===== src/rtl/sprite_pos_ctrl.sv =====
// sprite_pos_ctrl: debounced, tick-rate-limited, bounds-checked sprite origin from four pushbuttons.
// Define SPRITE_POS_WRAP_EN to wrap toroidally at the screen edges instead of clamping.
module sprite_pos_ctrl #(
  parameter int H_ACTIVE        = 640,
  parameter int V_ACTIVE        = 480,
  parameter int SPRITE_W        = 64,
  parameter int SPRITE_H        = 64,
  parameter int X_INIT          = 288,
  parameter int Y_INIT          = 208,
  parameter int STEP            = 2,
  parameter int TICK_DIV        = 1000000,
  parameter int DEBOUNCE_CYCLES = 500000
) (
  input  logic        in_clk,
  input  logic        rst_n,
  input  logic        up,
  input  logic        down,
  input  logic        left,
  input  logic        right,
  output logic [10:0] x_pos,
  output logic [10:0] y_pos,
  output logic [3:0]  btn_db,
  output logic        move_tick
);
  localparam int DW = $clog2(DEBOUNCE_CYCLES + 1);
  localparam int TW = $clog2(TICK_DIV);
  localparam logic signed [11:0] S  = 12'(STEP);
  localparam logic signed [11:0] XM = 12'(H_ACTIVE - SPRITE_W);
  localparam logic signed [11:0] YM = 12'(V_ACTIVE - SPRITE_H);

  typedef enum logic {S_IDLE, S_UPDATE} state_t;

  state_t          r_state;
  logic [3:0]      r_sync1, r_sync2, r_btn_db, r_btn_s;
  logic [DW-1:0]   r_db_cnt [4];
  logic [TW-1:0]   r_tick_cnt;
  logic [10:0]     r_x, r_y;
  logic            r_move;
  logic            w_tick, w_move;
  logic [10:0]     w_x_nx, w_y_nx;

  function automatic logic [10:0] step_axis(input logic [10:0] p, input logic dec, input logic inc,
                                            input logic signed [11:0] mx);
    logic signed [11:0] v;
    v = $signed({1'b0, p}) + ((inc & ~dec) ? S : (dec & ~inc) ? -S : 12'sd0);
`ifdef SPRITE_POS_WRAP_EN
    v = (v < 12'sd0) ? v + mx + 12'sd1 : (v > mx) ? v - mx - 12'sd1 : v;
`else
    v = (v < 12'sd0) ? 12'sd0 : (v > mx) ? mx : v;
`endif
    return v[10:0];
  endfunction

  assign w_tick = r_tick_cnt == TW'(TICK_DIV - 1);
  assign w_x_nx = step_axis(r_x, r_btn_s[1], r_btn_s[0], XM);
  assign w_y_nx = step_axis(r_y, r_btn_s[3], r_btn_s[2], YM);
`ifdef SPRITE_POS_WRAP_EN
  assign w_move = (r_btn_s[3] ^ r_btn_s[2]) | (r_btn_s[1] ^ r_btn_s[0]);
`else
  assign w_move = (w_x_nx != r_x) | (w_y_nx != r_y);
`endif

  // Movement uses the button snapshot taken on the tick cycle, not the live debounced value.
  always_ff @(posedge in_clk or negedge rst_n) begin
    if (!rst_n) begin
      r_state    <= S_IDLE;
      r_sync1    <= '0;
      r_sync2    <= '0;
      r_btn_db   <= '0;
      r_btn_s    <= '0;
      for (int i = 0; i < 4; i++) r_db_cnt[i] <= '0;
      r_tick_cnt <= '0;
      r_x        <= 11'(X_INIT);
      r_y        <= 11'(Y_INIT);
      r_move     <= 1'b0;
    end else begin
      r_sync1    <= {up, down, left, right};
      r_sync2    <= r_sync1;
      for (int i = 0; i < 4; i++) begin
        if (r_sync2[i] == r_btn_db[i]) r_db_cnt[i] <= '0;
        else if (r_db_cnt[i] == DW'(DEBOUNCE_CYCLES - 1)) begin
          r_btn_db[i] <= r_sync2[i];
          r_db_cnt[i] <= '0;
        end else r_db_cnt[i] <= r_db_cnt[i] + 1'b1;
      end
      r_tick_cnt <= w_tick ? '0 : r_tick_cnt + 1'b1;
      r_move     <= 1'b0;
      if (r_state == S_IDLE) begin
        if (w_tick) begin
          r_state <= S_UPDATE;
          r_btn_s <= r_btn_db;
        end
      end else begin
        r_x     <= w_x_nx;
        r_y     <= w_y_nx;
        r_move  <= w_move;
        r_state <= S_IDLE;
      end
    end
  end

  assign x_pos     = r_x;
  assign y_pos     = r_y;
  assign btn_db    = r_btn_db;
  assign move_tick = r_move;
endmodule


===== config.mk =====
export PLATFORM = sky130hd
export DESIGN_NAME = sprite_pos_ctrl
export DESIGN_NICKNAME = d
export VERILOG_FILES = /design/src/rtl/sprite_pos_ctrl.sv
export SDC_FILE = /design/constraint.sdc
export NUM_CORES = 1
export LEC_CHECK = 0
export CORE_ASPECT_RATIO = 2
export CORE_MARGIN = 2
export CORE_UTILIZATION = 40
export CTS_CLUSTER_SIZE = 30
export DETAILED_ROUTE_END_ITERATION = 12
export DONT_BUFFER_PORTS = 1
export SYNTH_ARGS = -nofsm -noshare
export SYNTH_HDL_FRONTEND = slang
export SYNTH_SLANG_ARGS = --single-unit

===== constraint.sdc =====
create_clock -name in_clk -period 3.23 [get_ports in_clk]
set_input_delay 0.1615 -clock in_clk [delete_from_list [all_inputs] [get_ports in_clk]]
set_output_delay 0.1615 -clock in_clk [all_outputs]
set_load 0.02 [all_outputs]

==> impl_metrics.json, run 1 <==
{
  "grt_usage_pct": 18.95,
  "syn_area_per_cell_um2": 9.320,
  "wirelength_um": 19170,
  "synthArstFlopShare_pct": 100.0,
  "slew_violations": 0,
  "rows": 73,
  "path_clk_slew_ns": 0.06,
  "holdWs_ns": -0.5804,
  "drive_gt1_share_pct": 18.88,
  "synth_nets": 877,
  "initial_utilization_pct": 40.34,
  "die_height_um": 203.5,
  "regArea_um2": 3410,
  "port_buffers": 0,
  "power_leakage_nw": 4.119,
  "hp-class": "input port to async pin",
  "fill_cells": 1951,
  "synth_ff_type": "dfrtp_1",
  "antenna_found_initial": 0,
  "finalCriticalPeriod_ns": 3.339,
  "htreeDepth": 4,
  "ant_nets": 0,
  "relSlewSlack_pct": 50.41,
  "synth_cell_types": 89,
  "start_kind": "flop",
  "hold_viol": 136,
  "grt_max_degree": 137,
  "place.gp.congestion": 0.9120,
  "max_freq_ghz": 0.2995,
  "synth_cells": 854,
  "insertion_delay_ns": 0.43,
  "ys_warn_count": 0,
  "cts_sinks": 136,
  "finalPower_mw": 3.677,
  "status": "finished, violations left",
  "drc_errors": 0,
  "ctsHoldBuffers": 4,
  "synth_area_um2": 7959,
  "critPathMaxFanout": 4,
  "fin_crit_sh_pct": 103.4,
  "powerDensity_nw_per_um2": 384.9,
  "tightest_slew_ns": 0.7411,
  "grt_pass1_vias": 6640,
  "place_ws_ns": -0.1540,
  "violations": "hold timing, setup timing",
  "yosysSeqAreaShare_pct": 42.84,
  "drt_iter0_drc": 204,
  "arrival_ns": 3.63,
  "dieArea_um2": 21110,
  "critPathRequiredTime_ns": 3.52,
  "root_buffer": "clkbuf_16",
  "worst_slack_ns": -0.1087,
  "grt_first_pass_wirelength_um": 31840,
  "criticalPathCategory": "flop to flop",
  "vias": 6428,
  "layout_common_cells": "dfrtp_1 (131), nor2_1 (119), buf_4 (80), nand2_1 (64), nand3_1 (54)",
  "fp.dieW_um": 103.7,
  "area_growth_pct": 20.03,
  "via_per_inst": 5.384,
  "synth_edf_count": 0,
  "dp_hpwl_um": 14020,
  "drt-pass1-iter-count": 6,
  "worst_setup_path_end_kind": "flop",
  "cts_max_path_buffers": 2,
  "pin_count": 33,
  "diodes": 0,
  "drv_cap": 0,
  "final_nets": 942,
  "multi_input_area_um2": 4428,
  "layout_commonest_cell": "dfrtp_1",
  "synth-seq-cells": 136,
  "setup_viol": 1,
  "tritoncts": "done",
  "grt_setup_unrepaired": "yes",
  "numCtsBuffers": 17,
  "core_um2": 19730,
  "grt_overflow_total": 0,
  "ir_worst_vdd_v": 0.0004040,
  "clock-skew-final_ns": 0.006244,
  "routedWlPerCell_um": 16.06
}
kinds of logic (layout without fill, tap and decap cells):
| group | Yosys count | in the layout | synth area share [%] |
|---|---|---|---|
| XOR/XNOR | 108 | 108 | 12.07 |
| AO/OA/AOI/OAI | 144 | 144 | 13.21 |
| multiplexers | 14 | 14 | 1.902 |
| flip-flops | 136 | 136 | 42.84 |
| buffers and inverters | 70 | 148 | 3.946 |
| AND/OR/NAND/NOR | 365 | 365 | 23.17 |
| adder cells (fa/ha/maj) | 17 | 17 | 2.861 |
worst max-delay path, stage by stage (launching register included):
cell	delay, ns
dfrtp_1	0.41
ha_4	0.27
inv_2	0.04
ha_4	0.16
fa_2	0.40
a41o_1	0.22
a32o_1	0.26
a31o_2	0.23
xor2_2	0.16
nor2_2	0.07
o2111a_1	0.26
a2111o_1	0.36
a2111oi_2	0.22
a41oi_1	0.14
sequential cells by signal, summed over array words and instances (netlist names):
register	count
r_sync2	4
r_tick_cnt	20
r_db_cnt	76
x_pos	11
r_state	1
r_sync1	4
move_tick	1
r_btn_s	4
y_pos	11
btn_db	4
repair_timing:
action / in CTS / in global routing
resized for setup: 4 / 30
setup buffers: 2 / 8
pin swaps: 4 / 6
endpoints found under the hold margin: 140 / 136
setup endpoints to repair: 5 / 11
power by group:
group	switching, mW	internal, mW
combinational	0.0265	0.0182
sequential	0.0148	1.72
clock	0.749	1.15
total	0.790	2.89
synthesized netlist by cell type, types with 4 or more instances:
cell type,count,area [um^2]
nand4_1,7,43.79
mux2_2,9,101.4
nand2b_1,5,31.28
o21ai_0,32,160.2
nor3_1,12,60.06
ha_1,15,187.7
dfstp_2,5,131.4
a21oi_1,33,165.2
nand3_1,54,270.3
xor2_1,56,490.5
nand2_1,64,240.2
nor2_1,121,454.2
o31ai_1,8,60.06
o2bb2ai_1,4,35.03
mux2i_1,5,50.05
or3_1,12,75.07
inv_1,27,101.4
buf_2,12,60.06
o22ai_1,6,37.54
nor4_1,10,62.56
or2_2,5,31.28
and3_1,20,125.1
a21boi_0,5,37.54
nand4b_1,4,35.03
a21o_1,6,45.04
xnor2_1,50,437.9
and2_1,6,37.54
clkbuf_1,20,75.07
buf_1,4,15.01
nand3b_1,4,30.03
nor4b_1,7,61.31
dfrtp_1,131,3278
nor2b_1,13,81.33
metrics by stage:
step / utilization, % / setup TNS (ns) / std cells / area, um^2
floorplan: - / -0.05663 / 854 / 7986
global placement: 43.99 / -0.1744 / 1148 / 8678
detailed placement: 43.99 / -0.2600 / 1148 / 8678
CTS: 47.34 / -0.1294 / 1186 / 9340
global route: 48.42 / -0.4333 / 1194 / 9553
finish: 48.42 / -0.1087 / 1194 / 9553
layer usage:
metal / vias to the layer above / global-route usage (%) / part of all wire [%]
met5: - / 0 / 0
met1: 3141 / 17.96 / 35
met3: 69 / 3.643 / 2.6
met2: 102 / 36.42 / 56
li1: 3116 / - / -
met4: 0 / 12.55 / 6.0
final timing paths:
path                                 start      endpoint  slack [ns]  cells after the start
worst max-delay path            r_btn_s[1]     move_tick       -0.11                     13
worst max register to register  r_btn_s[1]     move_tick       -0.11                     13
worst min-delay path                 rst_n  r_db_cnt[49]       -0.58                      0
max in group asynchronous            rst_n      x_pos[8]        3.50                      0
worst min register to register  r_sync1[2]    r_sync2[2]        0.35                      0
min in group in_clk                  right    r_sync1[0]        0.28                      1
area by class of cell:
type | instances | share of cell area, %
Inverter | 28 | 1.100
Clock buffer | 24 | 5.147
Tap cell | 262 | 3.432
Timing Repair Buffer | 88 | 7.361
Sequential cell | 136 | 35.69
Multi-Input combinational cell | 648 | 46.35
Clock inverter | 8 | 0.9168
Power figures use the tool's default switching activity.
==> run 2, diff against run 1 <==
--- a/config.mk
+++ b/config.mk
@@ -6,11 +6,11 @@
 export NUM_CORES = 1
 export LEC_CHECK = 0
 export CORE_ASPECT_RATIO = 2
-export CORE_MARGIN = 2
 export CORE_UTILIZATION = 40
 export CTS_CLUSTER_SIZE = 30
 export DETAILED_ROUTE_END_ITERATION = 12
 export DONT_BUFFER_PORTS = 1
+export RECOVER_POWER = 100
 export SYNTH_ARGS = -nofsm -noshare
 export SYNTH_HDL_FRONTEND = slang
 export SYNTH_SLANG_ARGS = --single-unit
==> run 2 against run 1 <==
Net effect:
- the flow still finishes with violations (hold timing, setup timing)
- non-clock buffer count decreased by 12
- final area down 1.9%
- sequential share of layout area grew 0.70 points
- clock power up 4%
- first-iteration DRC count is 32% higher
- cell count fell by 1.3%
- utilization shrank 0.27 points
- global-route usage is 1.6 points higher
- critical endpoint unchanged
==> impl_metrics.json, run 2 (synthesis gave the netlist of run 1 again) <==
{
  "area_growth_pct": 17.72,
  "ir_worst_vdd_v": 0.0003510,
  "r2r-start": "y_pos[6]",
  "dp_hpwl_um": 13940,
  "cp.buffers_inverters": 1,
  "reg2reg_setup_slack_ns": -0.21,
  "power_leakage_nw": 4.023,
  "start_kind": "flop",
  "root_buffer": "clkbuf_16",
  "max_freq_ghz": 0.2909,
  "routedWlPerCell_um": 16.40,
  "ant_nets": 0,
  "cp_slowest_cell": "dfstp_1",
  "fp.dieW_um": 101.7,
  "place_ws_ns": -0.1485,
  "powerDensity_nw_per_um2": 401.5,
  "critical_path_cell_count": 10,
  "met3_length_um": 814,
  "place.gp.congestion": 0.8821,
  "criticalPathCategory": "flop to flop",
  "holdWs_ns": -0.5656,
  "setup_viol": 3,
  "initial_utilization_pct": 40.90,
  "finalCriticalPeriod_ns": 3.438,
  "largest-register": "r_db_cnt",
  "fin_crit_sh_pct": 106.4,
  "relSlewSlack_pct": 43.92,
  "swShare_pct": 22.19,
  "hold_viol": 136,
  "pin_count": 33,
  "reg2reg_to": "move_tick",
  "cp-startpoint": "y_pos[6]",
  "grt_first_pass_wirelength_um": 32530,
  "tightest_slew_ns": 0.8412,
  "slew_violations": 0,
  "status": "finished, violations left",
  "drc_errors": 0,
  "clock-skew-final_ns": 0.007964,
  "ctsHoldBuffers": 4,
  "grt_setup_unrepaired": "yes",
  "arrival_ns": 3.73,
  "intPower_mw": 2.927,
  "drt-pass1-iter-count": 4,
  "port_buffers": 0,
  "htreeDepth": 4,
  "rows": 72,
  "antenna_found_initial": 0,
  "dp.cells": 1139,
  "die_height_um": 201.5,
  "violations": "hold timing, setup timing",
  "p_clk_share_pct": 52.6,
  "combPwrFrac_pct": 1.2,
  "vias": 6399,
  "grt_max_degree": 137,
  "worst_slack_ns": -0.2075,
  "via_per_inst": 5.427,
  "endpoint": "move_tick",
  "dieArea_um2": 20500,
  "worst_setup_path_end_kind": "flop",
  "worstRegToRegCells": 10,
  "seq_power_share_pct": 46.2,
  "met1_length_um": 6755,
  "final_nets": 930,
  "tritoncts": "done",
  "critPathMaxFanout": 12,
  "critPathMaxStageDelay_ns": 0.96,
  "layout_common_cells": "dfrtp_1 (131), nor2_1 (119), nand2_1 (63), buf_4 (60)",
  "top_layer": "met4",
  "cts_max_path_buffers": 2,
  "drv_cap": 0,
  "diodes": 0,
  "drive_gt1_share_pct": 17.07,
  "cts_sinks": 136,
  "core_um2": 19460,
  "route.met2.wl_um": 10820,
  "crit_family": "compound AO/OA/AOI/OAI gates",
  "layout_commonest_cell": "dfrtp_1",
  "insertion_delay_ns": 0.43,
  "largest_reg_flops": 76,
  "hp-class": "input port to async pin",
  "reg.largest.list": "r_db_cnt x76, r_tick_cnt x20",
  "grt_pass1_vias": 6710,
  "final_cells": 1179,
  "grt_usage_pct": 20.50,
  "numCtsBuffers": 17,
  "grt_overflow_total": 0,
  "p_switching_mw": 0.8348,
  "drt_iter0_drc": 269,
  "wirelength_um": 19340,
  "crit_chain": "nand2b_1 -> o31ai_1 -> and3_1 -> o31a_1 -> buf_4 -> o21ai_2 -> o41ai_2 -> o2111ai_1 -> a2111oi_2 -> a41oi_1",
  "critPathRequiredTime_ns": 3.52,
  "path_clk_slew_ns": 0.06
}
run 2: cell types whose count changed in the layout (fill, tap and decap cells not counted), sizes merged:
| cell | previous run | this run |
|---|---|---|
| buf | 84 | 62 |
| clkbuf | 24 | 30 |
| bufinv | 1 | 2 |
| clkinv | 3 | 4 |
| clkinvlp | 3 | 4 |
| inv | 29 | 30 |
run 2: metrics by stage:
step           area [um^2]  setup TNS (ns)  power, mW  util, %
3_3_place_gp          8605        -0.05952      1.809    44.22
6_report              9369         -0.4433      3.762    48.15
4_1_cts               9249         -0.1323      3.808    47.53
2_1_floorplan         7986        -0.05663      1.800        -
5_1_grt               9369          -1.225      3.883    48.15
3_5_place_dp          8605         -0.2197      1.810    44.22
run 2: worst register-to-register path, delay by kind of cell (launching register included):
kind            cells  cell delay (ns)
compound gates      7             1.78
buf+inv             1             0.11
flops               1             0.96
simple gates        2             0.45
run 2: how the worst min path moves through the flow:
stage / start / to / slack (ns) / depth (start not counted)
5_1_grt: rst_n / y_pos[5] / -0.58 / 0
4_1_cts: rst_n / r_db_cnt[41] / -0.58 / 0
2_1_floorplan: rst_n / btn_db[0] / -0.13 / 0
3_3_place_gp: rst_n / r_db_cnt[48] / -0.13 / 0
3_5_place_dp: rst_n / r_db_cnt[48] / -0.13 / 0
6_report: rst_n / r_db_cnt[43] / -0.57 / 0
run 2: power by group through the flow:
stage               combinational (mW)  clock [mW]  sequential (mW)
floorplan                       0.0357           0             1.76
global placement                0.0414           0             1.77
detailed placement              0.0421           0             1.77
CTS                             0.0461        2.03             1.74
global route                    0.0526        2.09             1.74
finish                          0.0450        1.98             1.74
run 2: per-layer routing:
metal  global-route usage [%]  vias to the layer above
met1                    19.59                     3140
li1                         -                     3094
met3                    5.106                       56
met5                        0                        -
met4                    12.11                        0
met2                    38.01                      109
run 2: layout make-up:
type | instances | area, um^2
repair buffers | 76 | 550.5
multi-input cells | 648 | 4380
fillers | 1909 | 10090
flip-flops and latches | 136 | 3410
well taps | 259 | 324.1
clock inverters | 12 | 142.6
inverters | 28 | 105.1
clock buffers | 20 | 456.7
run 2: repair_timing:
| item | CTS | global route |
|---|---|---|
| buffers inserted | 0 | 4 |
| pin swaps | 0 | 3 |
| gates cloned | 0 | 0 |
| hold endpoints to repair | 140 | 136 |
| gates resized for setup | 1 | 35 |
| setup endpoints to repair | 5 | 10 |
==> run 3, diff against run 2 <==
--- a/config.mk
+++ b/config.mk
@@ -5,6 +5,7 @@
 export SDC_FILE = /design/constraint.sdc
 export NUM_CORES = 1
 export LEC_CHECK = 0
+export ABC_AREA = 1
 export CORE_ASPECT_RATIO = 2
 export CORE_UTILIZATION = 40
 export CTS_CLUSTER_SIZE = 30
==> run 3 against run 2 <==
Net effect:
- the flow finishes with violations (hold timing)
- sequential share of layout area grew 0.79 points
- register-to-register slack gained 0.53 ns
- wire length grew 1.9%
- global-route usage shrank 0.54 points
- via count grew 12%
- combinational power grew 4%
- clock power grew 5%
- sequential power is essentially flat
- worst hold slack gained 0.013 ns
- non-clock buffer count shrank 63
- critical endpoint unchanged
- largest power group unchanged
==> impl_metrics.json, run 3 <==
{
  "status": "finished, violations left",
  "violations": "hold timing",
  "synth_nets": 1151,
  "ir_worst_vdd_v": 0.0002777,
  "place_ws_ns": 0.2337,
  "ctsHoldBuffers": 4,
  "numCtsBuffers": 17,
  "ys_top_cells_by_count": "nand2_1 (276), inv_1 (191), nor2_1 (140)",
  "final_cells": 1426,
  "arrival_ns": 3.17,
  "grt_setup_unrepaired": "no",
  "yosysMostFrequentCell": "nand2_1",
  "finalPower_mw": 3.861,
  "htreeDepth": 4,
  "die_height_um": 204.3,
  "finalCriticalPeriod_ns": 2.911,
  "setup_viol": 0,
  "area_growth_pct": 12.03,
  "dp_hpwl_um": 14980,
  "critPathRequiredTime_ns": 3.49,
  "start_kind": "flop",
  "holdWs_ns": -0.5528,
  "hp-class": "input port to async pin",
  "wirelength_um": 19710,
  "hold_viol": 136,
  "grt_first_pass_wirelength_um": 32410,
  "drive_gt1_share_pct": 6.701,
  "clock-skew-final_ns": 0.007980,
  "power_leakage_nw": 4.225,
  "antenna_found_initial": 0,
  "drv_cap": 0,
  "final_nets": 1175,
  "synth_cell_types": 45,
  "tritoncts": "done",
  "ant_nets": 0,
  "drt_iter0_drc": 301,
  "largest-register": "r_db_cnt",
  "root_buffer": "clkbuf_16",
  "yosysSeqAreaShare_pct": 41.66,
  "synth_cells": 1128,
  "synth_edf_count": 0,
  "core_um2": 20000,
  "grt_overflow_total": 0,
  "dp.cells": 1390,
  "layout_common_cells": "nand2_1 (275), inv_1 (191), nor2_1 (143), dfrtp_1 (131), nand3_1 (75)",
  "diodes": 0,
  "grt_usage_pct": 19.96,
  "post-cts-setup-buffers": 0,
  "fin_crit_sh_pct": 90.12,
  "fp.dieW_um": 103.1,
  "synth_ff_type": "dfrtp_1",
  "grt_pass1_vias": 7186,
  "rows": 73,
  "initial_utilization_pct": 40.91,
  "slew_violations": 0,
  "routedWlPerCell_um": 13.82,
  "yosys.area.top_type_share_pct": 40.06,
  "yosys-top-cells-area": "dfrtp_1 (40%), nand2_1 (13%), inv_1 (8.8%), nor2_1 (6.4%), nand3_1 (4.6%)",
  "vias": 7195,
  "ys_warn_count": 0,
  "relSlewSlack_pct": 23.56,
  "yosys.area.top_type": "dfrtp_1",
  "drc_errors": 0,
  "layout_commonest_cell": "nand2_1",
  "largest_reg_flops": 76,
  "path_clk_slew_ns": 0.06,
  "reg.largest.list": "r_db_cnt x76, r_tick_cnt x20",
  "synthArstFlopShare_pct": 100.0,
  "worst_setup_path_end_kind": "flop",
  "cts_max_path_buffers": 2,
  "grt_max_degree": 137,
  "via_per_inst": 5.046,
  "drt-pass1-iter-count": 5,
  "cts_sinks": 136,
  "setup_tns_ns": 0,
  "syn_area_per_cell_um2": 7.255,
  "max_freq_ghz": 0.3435,
  "place.gp.congestion": 0.8718,
  "criticalPathCategory": "flop to flop",
  "critPathMaxFanout": 4,
  "worst_slack_ns": 0.3191,
  "insertion_delay_ns": 0.41,
  "tightest_slew_ns": 1.132,
  "synth-seq-cells": 136,
  "port_buffers": 0,
  "synth_area_um2": 8184,
  "dieArea_um2": 21070,
  "powerDensity_nw_per_um2": 421.1,
  "pin_count": 33
}
## run 3: cell types whose count changed after synthesis, moves of 27 or more
cell and delta:
nand4_1 +27, nand2_1 +212, inv_1 +164, xor2_1 -40, xnor2_1 -48, nor3_1 +34
## run 3: layer usage
layer  track usage [%]  routed length, um  part of all wire, %  up-vias
met4             11.52               1024                  5.2        0
met2             39.76              11190                   57      133
li1                  -                  -                    -     3662
met3             3.659                510                  2.6       66
met5                 0                  0                    0        -
met1             17.57               6981                   35     3334
## run 3: path summary, 6_finish.rpt
path | slack (ns) | depth (start not counted) | endpoint | from
worst max-delay path | 0.32 | 21 | move_tick | r_btn_s[0]
min in group in_clk | 0.30 | 1 | r_sync1[2] | down
worst min-delay path | -0.55 | 0 | r_db_cnt[54] | rst_n
worst max register to register | 0.32 | 21 | move_tick | r_btn_s[0]
worst min register to register | 0.35 | 0 | r_sync2[1] | r_sync1[1]
max in group asynchronous | 3.51 | 0 | x_pos[5] | rst_n
## run 3: cell families after synthesis
| group | Yosys count | synth area share [%] |
|---|---|---|
| adders and majority gates | 17 | 2.782 |
| xor gates and xnor gates | 20 | 2.461 |
| buffers and inverters | 205 | 9.677 |
| and+or+nand+nor | 636 | 35.21 |
| DFF | 136 | 41.66 |
| AOI/OAI and AO/OA | 110 | 7.659 |
| muxes | 4 | 0.5503 |
## run 3: what timing repair did
action / CTS / global route
setup endpoints to repair: 0 / 1
resized for setup: 0 / 5
endpoints found under the hold margin: 140 / 136
## run 3: power by group
group / switching (mW) / total (mW) / internal, mW / leakage (nW)
clock: 0.748 / 2.08 / 1.33 / 0.296
sequential: 0.0109 / 1.73 / 1.72 / 1.84
combinational: 0.0290 / 0.0467 / 0.0177 / 2.09
total: 0.788 / 3.86 / 3.07 / 4.23
## run 3: area by class of cell
type	count	area, um^2
flip-flops and latches	136	3410
inverters	196	735.7
clock buffers	21	460.4
repair buffers	13	96.34
fillers	1987	10830
multi-input cells	788	3970
well taps	262	327.8
clock inverters	10	168.9
## run 3: per-stage QoR
step                      cell area [um^2]  utilization (%)
after floorplan                       8184                -
after global placement                8523            42.61
after detailed placement              8523            42.61
after CTS                             9193            45.96
after global routing                  9169            45.84
final                                 9169            45.84
## run 3: critical path, stage by stage, from the launching register on
cell     delay (ns)
dfrtp_1        0.33
inv_1          0.07
ha_1           0.28
inv_1          0.04
ha_1           0.21
fa_1           0.43
inv_1          0.07
nand2_1        0.05
nand2_1        0.13
nand2_1        0.06
a21oi_1        0.11
nand2_1        0.06
nand2_1        0.07
nand3_2        0.11
nand2_2        0.13
nand4_1        0.12
nand2_1        0.10
nand2_1        0.06
nor2_1         0.08
nand2_1        0.06
nor2_1         0.10
a21oi_1        0.07
